[src/rtl/frame_ctrl.sv]
// frame_ctrl: frame-rate game mode controller driven by the VGA timing generator.
//
// Produces a once-per-frame tick, debounces the two pushbuttons at frame rate,
// and runs the IDLE/PLAY/PAUSE/OVER mode machine, which only ever changes state
// on a frame boundary so the screen generator never sees a mid-frame mode switch.
//
// Ports:
//   clk, rst_n    pixel clock, asynchronous active-low reset
//   col, row      current raster position from the timing generator
//   valid         visible-area flag (monitored only, affects nothing)
//   btn_start     raw asynchronous pushbutton, active-high
//   btn_pause     raw asynchronous pushbutton, active-high
//   game_over     single-cycle pulse from game logic, held pending until the next tick
//   frame_tick    one-cycle pulse per frame, the cycle after row==V_ACTIVE, col==0
//   mode          0=IDLE 1=PLAY 2=PAUSE 3=OVER
//   mode_changed  one-cycle pulse in the first cycle a new mode value is visible
//   frame_count   free-running 8-bit frame counter
//   blink         frame_count[5], toggles every 32 frames
module frame_ctrl #(
  parameter int unsigned H_ACTIVE    = 640,
  parameter int unsigned V_ACTIVE    = 480,
  parameter int unsigned OVER_FRAMES = 180
) (
  input  logic       clk,
  input  logic       rst_n,
  input  logic [9:0] col,
  input  logic [9:0] row,
  input  logic       valid,
  input  logic       btn_start,
  input  logic       btn_pause,
  input  logic       game_over,
  output logic       frame_tick,
  output logic [1:0] mode,
  output logic       mode_changed,
  output logic [7:0] frame_count,
  output logic       blink
);

  localparam int unsigned CNT_W = 8;
  localparam int unsigned OC_W  = (OVER_FRAMES > 1) ? $clog2(OVER_FRAMES + 1) : 1;
  localparam logic [OC_W-1:0] OVER_LAST = OC_W'(OVER_FRAMES - 1);

  typedef enum logic [1:0] {
    IDLE  = 2'd0,
    PLAY  = 2'd1,
    PAUSE = 2'd2,
    OVER  = 2'd3
  } mode_e;

  mode_e             state;
  mode_e             state_d;
  logic [OC_W-1:0]   over_cnt;
  logic [OC_W-1:0]   over_cnt_d;

  logic              start_meta;
  logic              start_sync;
  logic              pause_meta;
  logic              pause_sync;
  logic              prev_start;
  logic              prev_pause;
  logic              go_pend;

  logic              tick_c;
  logic              start_press_c;
  logic              pause_press_c;
  logic              go_pend_c;

  // valid and H_ACTIVE are intentionally not part of any decision.
  logic              unused_ok;
  assign unused_ok = valid ^ (col == 10'(H_ACTIVE));

  // Start-of-vertical-blank marker; occurs exactly once per frame.
  assign tick_c = (row == 10'(V_ACTIVE)) && (col == 10'd0);

  // Rising edge of the synchronized level, judged only frame to frame.
  assign start_press_c = frame_tick & start_sync & ~prev_start;
  assign pause_press_c = frame_tick & pause_sync & ~prev_pause;

  // A pulse coincident with the tick survives into the next frame.
  assign go_pend_c = game_over | (go_pend & ~frame_tick);

  // Mode state register.
  always_ff @(posedge clk or negedge rst_n) begin
    if (!rst_n) begin
      state    <= IDLE;
      over_cnt <= '0;
    end else begin
      state    <= state_d;
      over_cnt <= over_cnt_d;
    end
  end

  // Next-state logic, evaluated only in frame_tick cycles.
  always_comb begin
    state_d    = state;
    over_cnt_d = over_cnt;
    if (frame_tick) begin
      case (state)
        IDLE: begin
          if (start_press_c) state_d = PLAY;
        end
        PLAY: begin
          if (go_pend) begin
            state_d    = OVER;
            over_cnt_d = '0;
          end else if (pause_press_c) begin
            state_d = PAUSE;
          end
        end
        PAUSE: begin
          if (pause_press_c)      state_d = PLAY;
          else if (start_press_c) state_d = IDLE;
        end
        OVER: begin
          if (start_press_c)              state_d = IDLE;
          else if (over_cnt >= OVER_LAST) state_d = IDLE;
          else                            over_cnt_d = over_cnt + OC_W'(1);
        end
        default: state_d = IDLE;
      endcase
    end
  end

  // Synchronizers, frame-rate debounce history, pending flag and registered outputs.
  always_ff @(posedge clk or negedge rst_n) begin
    if (!rst_n) begin
      start_meta   <= 1'b0;
      start_sync   <= 1'b0;
      pause_meta   <= 1'b0;
      pause_sync   <= 1'b0;
      prev_start   <= 1'b0;
      prev_pause   <= 1'b0;
      go_pend      <= 1'b0;
      frame_tick   <= 1'b0;
      mode_changed <= 1'b0;
      frame_count  <= '0;
    end else begin
      start_meta   <= btn_start;
      start_sync   <= start_meta;
      pause_meta   <= btn_pause;
      pause_sync   <= pause_meta;
      go_pend      <= go_pend_c;
      frame_tick   <= tick_c;
      mode_changed <= (state_d != state);
      if (frame_tick) begin
        prev_start  <= start_sync;
        prev_pause  <= pause_sync;
        frame_count <= frame_count + CNT_W'(1);
      end
    end
  end

  assign mode  = state;
  assign blink = frame_count[5];

endmodule
[config.mk]
export PLATFORM = sky130hd
export DESIGN_NAME = frame_ctrl
export DESIGN_NICKNAME = d
export VERILOG_FILES = /design/src/rtl/frame_ctrl.sv
export SDC_FILE = /design/constraint.sdc
export NUM_CORES = 1
export LEC_CHECK = 0
export ABC_AREA = 1
export ABC_CLOCK_PERIOD_IN_PS = 1200
export CAP_MARGIN = 0
export CORE_ASPECT_RATIO = 1.25
export CORE_MARGIN = 2
export CORE_UTILIZATION = 43
export CTS_CLUSTER_SIZE = 28
export DETAILED_ROUTE_END_ITERATION = 8
export GPL_TIMING_DRIVEN = 0
export PLACE_DENSITY = 0.75
export SYNTH_ARGS = -nofsm -noshare
export SYNTH_HDL_FRONTEND = slang
export SYNTH_SLANG_ARGS = --single-unit
[constraint.sdc]
create_clock -name clk -period 1.2 [get_ports clk]
set_input_delay 0.24 -clock clk [delete_from_list [all_inputs] [get_ports clk]]
set_output_delay 0.24 -clock clk [all_outputs]
set_load 0.02 [all_outputs]
# Yosys cells after proc, flatten, opt, wreduce, memory -nomap -nowiden
# Index checks and enable logic that the tools add are counted.
dict set report totals {
  out_inout_bits 13
  ff_bits 27
}
dict set report classes {
  mux 13
  bitwise 9
  n_eq_ne 8
  n_lt_le_gt_ge 1
  reduce_logical 5
  addsub 2
}
# operator n
set op_table {}
lappend op_table {{2-to-1 mux 8 bit} 3}
lappend op_table {{adder 8 x 1 -> 8 bit (second input constant)} 2}
lappend op_table {{2-to-1 mux 2 bit} 8}
lappend op_table {{case mux 8 bit (2 select lines)} 1}
lappend op_table {{== test 10 x 9 -> 1 bit (second input constant)} 1}
lappend op_table {{logical NOT 10 bit} 1}
lappend op_table {{>= comparator 8 bit (second input constant)} 1}
lappend op_table {{case mux 2 bit (4 select lines)} 1}
lappend op_table {{!= test 2 bit (second input constant)} 3}
lappend op_table {{bitwise AND 1 bit} 5}
lappend op_table {{AND reduction 5 bit} 1}
lappend op_table {{== test 2 bit (second input constant)} 2}
lappend op_table {{inverter 1 bit} 3}
lappend op_table {{== test 2 x 1 -> 1 bit (second input constant)} 1}
lappend op_table {{logical NOT 2 bit} 1}
lappend op_table {{!= test 2 bit} 1}
lappend op_table {{nonzero test 2 bit} 1}
lappend op_table {{logical AND 1 bit} 1}
lappend op_table {{OR 1 bit} 1}

# Logic depth before layout (Yosys ltp)
dict set report depth {
  word_depth 7
  depth_mapped 11
}

# Worst setup path after synthesis
# Ideal clock, no wire load.
dict set report synth_path {
  kind {register to register}
  start {register over_cnt[0]}
  end {register over_cnt[4]}
  path_buffers 0
  t_arrival_ps 1272
  path_stages_with_launch 11
  required_ps 1126
  synth_period_minus_slack_ps 1346
  setup_slack_ps -146
  cell_sequence {dfrtp_1 > ha_1 > nor2_2 > nand2_1 > nand2_2 > nand2_2 > nand2_2 > nand2_4 > inv_8 > nand4_2 > o21ai_2}
}
dict set report synth_between {
  elab_chain_cells 4
  word_cells_on_any_way 7
  cone_classes {add/sub (1); order compare (1); eq/ne (1); mux (3); reduce/logical (1)}
}
# item line
set synth_rtl {}
lappend synth_rtl {{start: declaration} 52} ;# logic [OC_W-1:0] over_cnt;
lappend synth_rtl {{start signal: assignment} 89} ;# over_cnt <= over_cnt_d;
lappend synth_rtl {{adder 8 x 1 -> 8 bit} 117} ;# else over_cnt_d = over_cnt + OC_W'(1);
lappend synth_rtl {{2-to-1 mux 8 bit} 116} ;# else if (over_cnt >= OVER_LAST) state_d = IDLE;
lappend synth_rtl {{2-to-1 mux 8 bit} 115} ;# if (start_press_c) state_d = IDLE;
lappend synth_rtl {{case mux 8 bit (2 select lines)} 98} ;# case (state)
# Parallel ways exist; a longest one is shown, timed or not. The select of a mux whose other input is x is not followed.
# A chain may end at the register's enable or synchronous reset.

# Final worst setup path
dict set report layout_path {
  start {register over_cnt[0]}
  end {register mode_changed}
}
dict set report layout_between {
  elab_chain_cells 6
}
# item line
set layout_rtl {}
lappend layout_rtl {{>= comparator 8 bit} 116}
lappend layout_rtl {{2-to-1 mux 2 bit} 116}
lappend layout_rtl {{2-to-1 mux 2 bit} 115}
lappend layout_rtl {{case mux 2 bit (4 select lines)} 98}
lappend layout_rtl {{2-to-1 mux 2 bit} 97} ;# if (frame_tick) begin
lappend layout_rtl {{!= test 2 bit} 144} ;# mode_changed <= (state_d != state);
lappend layout_rtl {{end signal: assignment} 144}
lappend layout_rtl {{end: declaration} 34} ;# output logic mode_changed,
# No other way between the ends.

==> reports/summary.txt <==
Outcome = finished with violations
Failing checks = hold timing, setup timing
Worst IR drop on VDD = 0.0006761 V
Layout Skew = 0.002435 ns
Post-Route WL = 3.084 mm
Vias in the first global route = 1315
Actual slew at the worst max-slew pin = 0.6375 ns
Ant. Diodes = 0
Tmin final = 1.371 ns
Clock power share = 0.339
IO Count = 39
Final Hold Vio Count = 27
Starting density of the core = 0.4499
Delay-heaviest family, CP = simple AND/OR/NAND/NOR gates
Clock slew at reported path FFs = 0.09 ns
Async S/R FF share, synth = 1.000
Die H = 68.93 um
Max-cap violations = 0
Cell repeated most along the worst path = nand2_1
Synth Cell Area = 1450 sq um
Final WS setup = -0.1713 ns
Synth cell count leaders = nand2_1, dfrtp_1, inv_1
Share of the synthesized area in the top cell type = 0.4659
Synthesized Nets = 190
Nature of the critical path startpoint = flip-flop
CP Buf/Inv Count = 1
Syn Inst Count = 162
WP data arrival = 1.55 ns
Antenna Nets Post-Route = 0
Total iterations of the first detailed-routing run = 4
Share of layout cells above drive strength 1 = 0.3131
Crit end category = flip-flop
Power share of the sequential group = 0.598
Max frequency = 0.7292 GHz
# hold bufs at CTS = 0
Die W = 55.94 um
# port buffers = 37
CP Class = reg -> reg
Count of final setup violators = 11
Final period util = 1.143
Sw Pwr = 0.3190 mW
Slew Limit Fails = 0
Clock Tree Buf Depth = 2
Drt initial violations = 50
DIE AREA = 3856 sq um
Final Cell Area = 2019 sq um
Total power = 1.537 mW
Vias per inst = 5.108
Crit-path max FO = 3
Num CTS Buffers = 3
Main area contributors after synthesis = dfrtp_1, nand2_1, inv_1
RSZ-0062 raised after global routing = true
Number of synthesized flops with an enable pin = 0
Int Power = 1.218 mW
Gr usage total = 0.1761
Slowest cell on the critical path = dfrtp_1
Syn Area/Cell = 8.951 sq um
Antenna violations before repair = 0
WP data required = 1.38 ns
Nets@finish = 243
Post-synth top area cell = dfrtp_1
DR WL/cell = 12.29 um
Clock root buffer master = clkbuf_8
Non-filler cells, final = 251
Final core occ = 0.6266
Post-DP HPWL = 2.289 mm
Row count = 23
Synth unique cells = 33
Clock Latency Late Sink = 0.28 ns
Register bit total from synthesis = 27
Grt ovf = 0
Top-count cell post-synth = nand2_1
Area Growth Syn to Fin = 39.26%
Slew margin rel. = 0.5750
Area of the core = 3223 sq um
Comb power frac = 0.063
Register area share after synthesis = 0.4659
GP Congestion = 0.8006
Crit path largest cell delay = 0.40 ns
Critical Path, Cell by Cell = ha_2 > nor2_2 > nand2_1 > nand2_2 > nand3_2 > nand2_2 > nand2_1 > nand2_1 > nand2_1 > inv_1 > nand2_1
Vias = 1282
Final hold slack = -0.03466 ns
Most used DFF post-synth = dfrtp_1
Warnings, synthesis = 0
First-pass GRT wire length = 5.195 mm
PwrDens = 761.1 nW/um^2
Largest net degree at the start of global routing = 28
H-tree level count = 1
Leak = 0.9817 nW
Setup slack, reg-to-reg = -0.17 ns
Post-DP Area = 1881 sq um
Drc violations = 0
CTS tree = done
Placed cells = 236
CTS Sinks = 27
Worst hold path type = in -> async
Switching part of the total power = 0.2076
==> path summary, 6_finish.rpt <==
check | start | cells past startpoint | to
setup reg to reg | over_cnt[0] | 11 | mode_changed
setup / recovery | over_cnt[0] | 11 | mode_changed
hold / removal | rst_n | 1 | over_cnt[4]
max in group asynchronous | rst_n | 1 | mode[0]
hold reg to reg | start_meta | 0 | start_sync
min in group clk | start_meta | 0 | start_sync
==> power by group through the flow <==
stage | logic [mW] | registers (mW) | clock network, mW
CTS | 0.0999 | 0.919 | 0.535
global route | 0.109 | 0.920 | 0.552
floorplan | 0.00527 | 0.937 | 0
finish | 0.0971 | 0.919 | 0.521
global placement | 0.0992 | 0.937 | 0
detailed placement | 0.101 | 0.938 | 0
==> metrics by stage <==
stage	TNS, ns	setup WS [ns]
after global placement	-14.61	-0.5465
final	-1.440	-0.1713
after CTS	-1.397	-0.1776
after global routing	-2.636	-0.2813
after detailed placement	-15.88	-0.5779
after floorplan	-0.7025	-0.1094
==> per-layer routing <==
layer  vias up  GRT usage  routed length, um
met5         -          0                  0
met4         0    0.09821                 80
met3         7    0.04104                166
met2        35     0.3304               1600
met1       614     0.1847               1237
li1        626          -                  -
==> cell type report <==
| class | instances | area [sq um] |
|---|---|---|
| Timing Repair Buffer | 47 | 415.4 |
| Sequential cell | 27 | 679.4 |
| Tap cell | 37 | 46.29 |
| Multi-Input combinational cell | 109 | 690.7 |
| Inverter | 23 | 101.3 |
| Clock buffer | 3 | 41.29 |
| Fill cell | 286 | 1204 |
| Buffer | 3 | 33.78 |
| Timing Repair inverter | 1 | 6.256 |
| Clock inverter | 1 | 5.005 |
==> worst register-to-register path: cells and delay by family (launching register included) <==
| kind | cells | cell delay (ns) |
|---|---|---|
| DFF | 1 | 0.40 |
| and+or+nand+nor | 9 | 0.63 |
| adders and majority gates | 1 | 0.20 |
| buffers and inverters | 1 | 0.04 |
==> flip-flops by register name, summed over array words and instances (netlist names) <==
name and cells:
frame_count 8, over_cnt 8, mode 2, frame_tick 1, go_pend 1, mode_changed 1, pause_meta 1, pause_sync 1
prev_pause 1, prev_start 1, start_meta 1, start_sync 1
==> cell families after synthesis <==
group,Yosys count,synth area share
adders and majority gates,2,0.01725
DFF,27,0.4659
xor gates and xnor gates,9,0.05436
and+or+nand+nor,81,0.2985
AOI/OAI and AO/OA,17,0.07937
buffers and inverters,26,0.08455
==> layout by cell type (no fill, tap or decap), types with 4 or more instances in the layout <==
cell	n
inv_1	18
nand4_1	5
xnor2_1	6
o21ai_2	4
nand3_1	8
nor4_1	4
clkdlybuf4s50_1	23
nand2_1	32
nor2_1	10
nor2_2	4
dfrtp_1	24
nand3_2	4
buf_2	7
nand2_2	5
buf_4	10
buf_6	4
==> timing repair <==
item | 4_1_cts | 5_1_grt
cloned | 1 | 0
resized for setup | 51 | 10
setup endpoints to repair | 52 | 46
setup buffers | 9 | 1
pin swaps | 2 | 3
Note: power is estimated with default switching activity, not from simulation.
==> variant (same settings) <==
Reset style: synchronous (`rst_n`), changed in 2 clocked blocks. Comments in the files are not updated.
--- a/src/rtl/frame_ctrl.sv
+++ b/src/rtl/frame_ctrl.sv
@@ -80,7 +80,7 @@
   assign go_pend_c = game_over | (go_pend & ~frame_tick);
 
   // Mode state register.
-  always_ff @(posedge clk or negedge rst_n) begin
+  always_ff @(posedge clk) begin
     if (!rst_n) begin
       state    <= IDLE;
       over_cnt <= '0;
@@ -122,7 +122,7 @@
   end
 
   // Synchronizers, frame-rate debounce history, pending flag and registered outputs.
-  always_ff @(posedge clk or negedge rst_n) begin
+  always_ff @(posedge clk) begin
     if (!rst_n) begin
       start_meta   <= 1'b0;
       start_sync   <= 1'b0;
Behaviour: differs if rst_n is asserted again (counterexample within 4 cycles, from zero or initial values and one cycle with rst_n low); with rst_n held inactive, the same outputs for 10 cycles.
==> variant against the original RTL <==
- the run ends with setup timing left
- sequential share of layout area down 5.7 points
- cell area up 2.7%
- sequential cell count unchanged
- synthesized area down 5.9%
- power down 8.3%
- routed wire length up 19%
- worst setup slack better by 0.027 ns
- first-iteration DRC count down 30%
- critical path depth down 2
- maximum frequency up 2.0%
- final cell count up 16%
- clock skew up 0.010 ns
==> variant: results (changes against the original RTL) <==
via count=1474 (+15%); Placed Cells incl. Taps=273 (+16%); cell leakage power=0.000877 uW (-11%); failing checks=setup timing; Hold WS=0.419 ns (+0.453 ns); maximum VDD drop=0.000659 V (-2.6%); Setup Skew=0.0127 ns (+0.0103 ns); Clk Latency, worst-skew pair=0.33 ns (+0.05 ns); worst r2r dst=over_cnt[4]; maximum fanout along the worst path=6 (+3); Final setup viols=12 (+1); Async SR Flop Fraction=0% (-100 points); Critical Path Source=over_cnt[2]; Hold WC Path Type=input port to flop; ys flop type=dfxtp_1; synth unique cells=31 (-6.1%); placed inst area=1810 um^2 (-4.0%); status=finished with violations; sequential-to-total area share from yosys stat=39.6% (-7.0 points); Final TNS setup=-1.21 ns (+0.232 ns); Syn Area/Cell=6.83 um^2 (-24%); setup slack after layout=-0.145 ns (+0.0266 ns); largest net degree at the start of global routing=15 (-46%); CP peak stage delay=0.38 ns (-0.02 ns); top post-synthesis cells by count=nand2_1, dfxtp_1, nor2_1; R2R cell count=9 (-2); GPL Wtd Cong=0.854 (+6.7%)
## variant: changes by cell type in the layout (fill, tap and decap cells not counted), sizes merged, moves of 8 or more
cell and change:
dfxtp +27, a21oi +15, nor2 +12, nand2 +20
buf +8, dfrtp -27
## variant: critical path: cells and delay by family, from the launching register on
kind                   cells  cell delay (ns)
DFF                        1             0.38
buffers and inverters      1             0.15
and+or+nand+nor            7             0.65
AOI/OAI and AO/OA          1             0.05
## variant: cells by family (layout without fill, tap and decap cells)
kind of cell | after synthesis | count (layout) | synth area share [%]
simple gates | 114 | 114 | 36.8
compound gates | 27 | 27 | 11.0
flops | 27 | 27 | 39.6
buf+inv | 26 | 82 | 8.16
xor+xnor | 4 | 4 | 2.57
fa+ha+maj | 2 | 2 | 1.83
## variant: cell type report
type	count	area [um^2]
Fill cell	244	900
Multi-Input combinational cell	147	876
Sequential cell	27	579
Timing Repair Buffer	52	428
Inverter	22	90.1
Tap cell	36	45.0
Buffer	4	28.8
Clock buffer	4	26.3
## variant: timing repair
item	in CTS	in global routing
setup buffers	8	7
resized for setup	71	52
pin swaps	8	14
endpoints found under the setup margin	27	20
hold buffers	0	0
## variant: how the worst max path moves through the flow
stage,end,slack [ns],depth (start not counted)
CTS,over_cnt[5],-0.11,10
global placement,frame_count[5],-0.38,4
global route,over_cnt[4],-0.20,10
finish,over_cnt[4],-0.14,9
floorplan,frame_count[7],-0.04,8
detailed placement,go_pend,-0.36,4
## variant: routing by layer
layer  wire, um  global-route usage [%]  vias to the layer above
met5          0                       0                        -
met4         97                    7.50                        0
met3        113                    3.14                       11
met2       1960                    37.7                       37
met1       1500                    21.0                      673
li1           -                       -                      753
## variant: power by group
part	switching (uW)	internal, uW
Clock	264	130
Sequential	5.16	889
Combinational	39.6	81.3
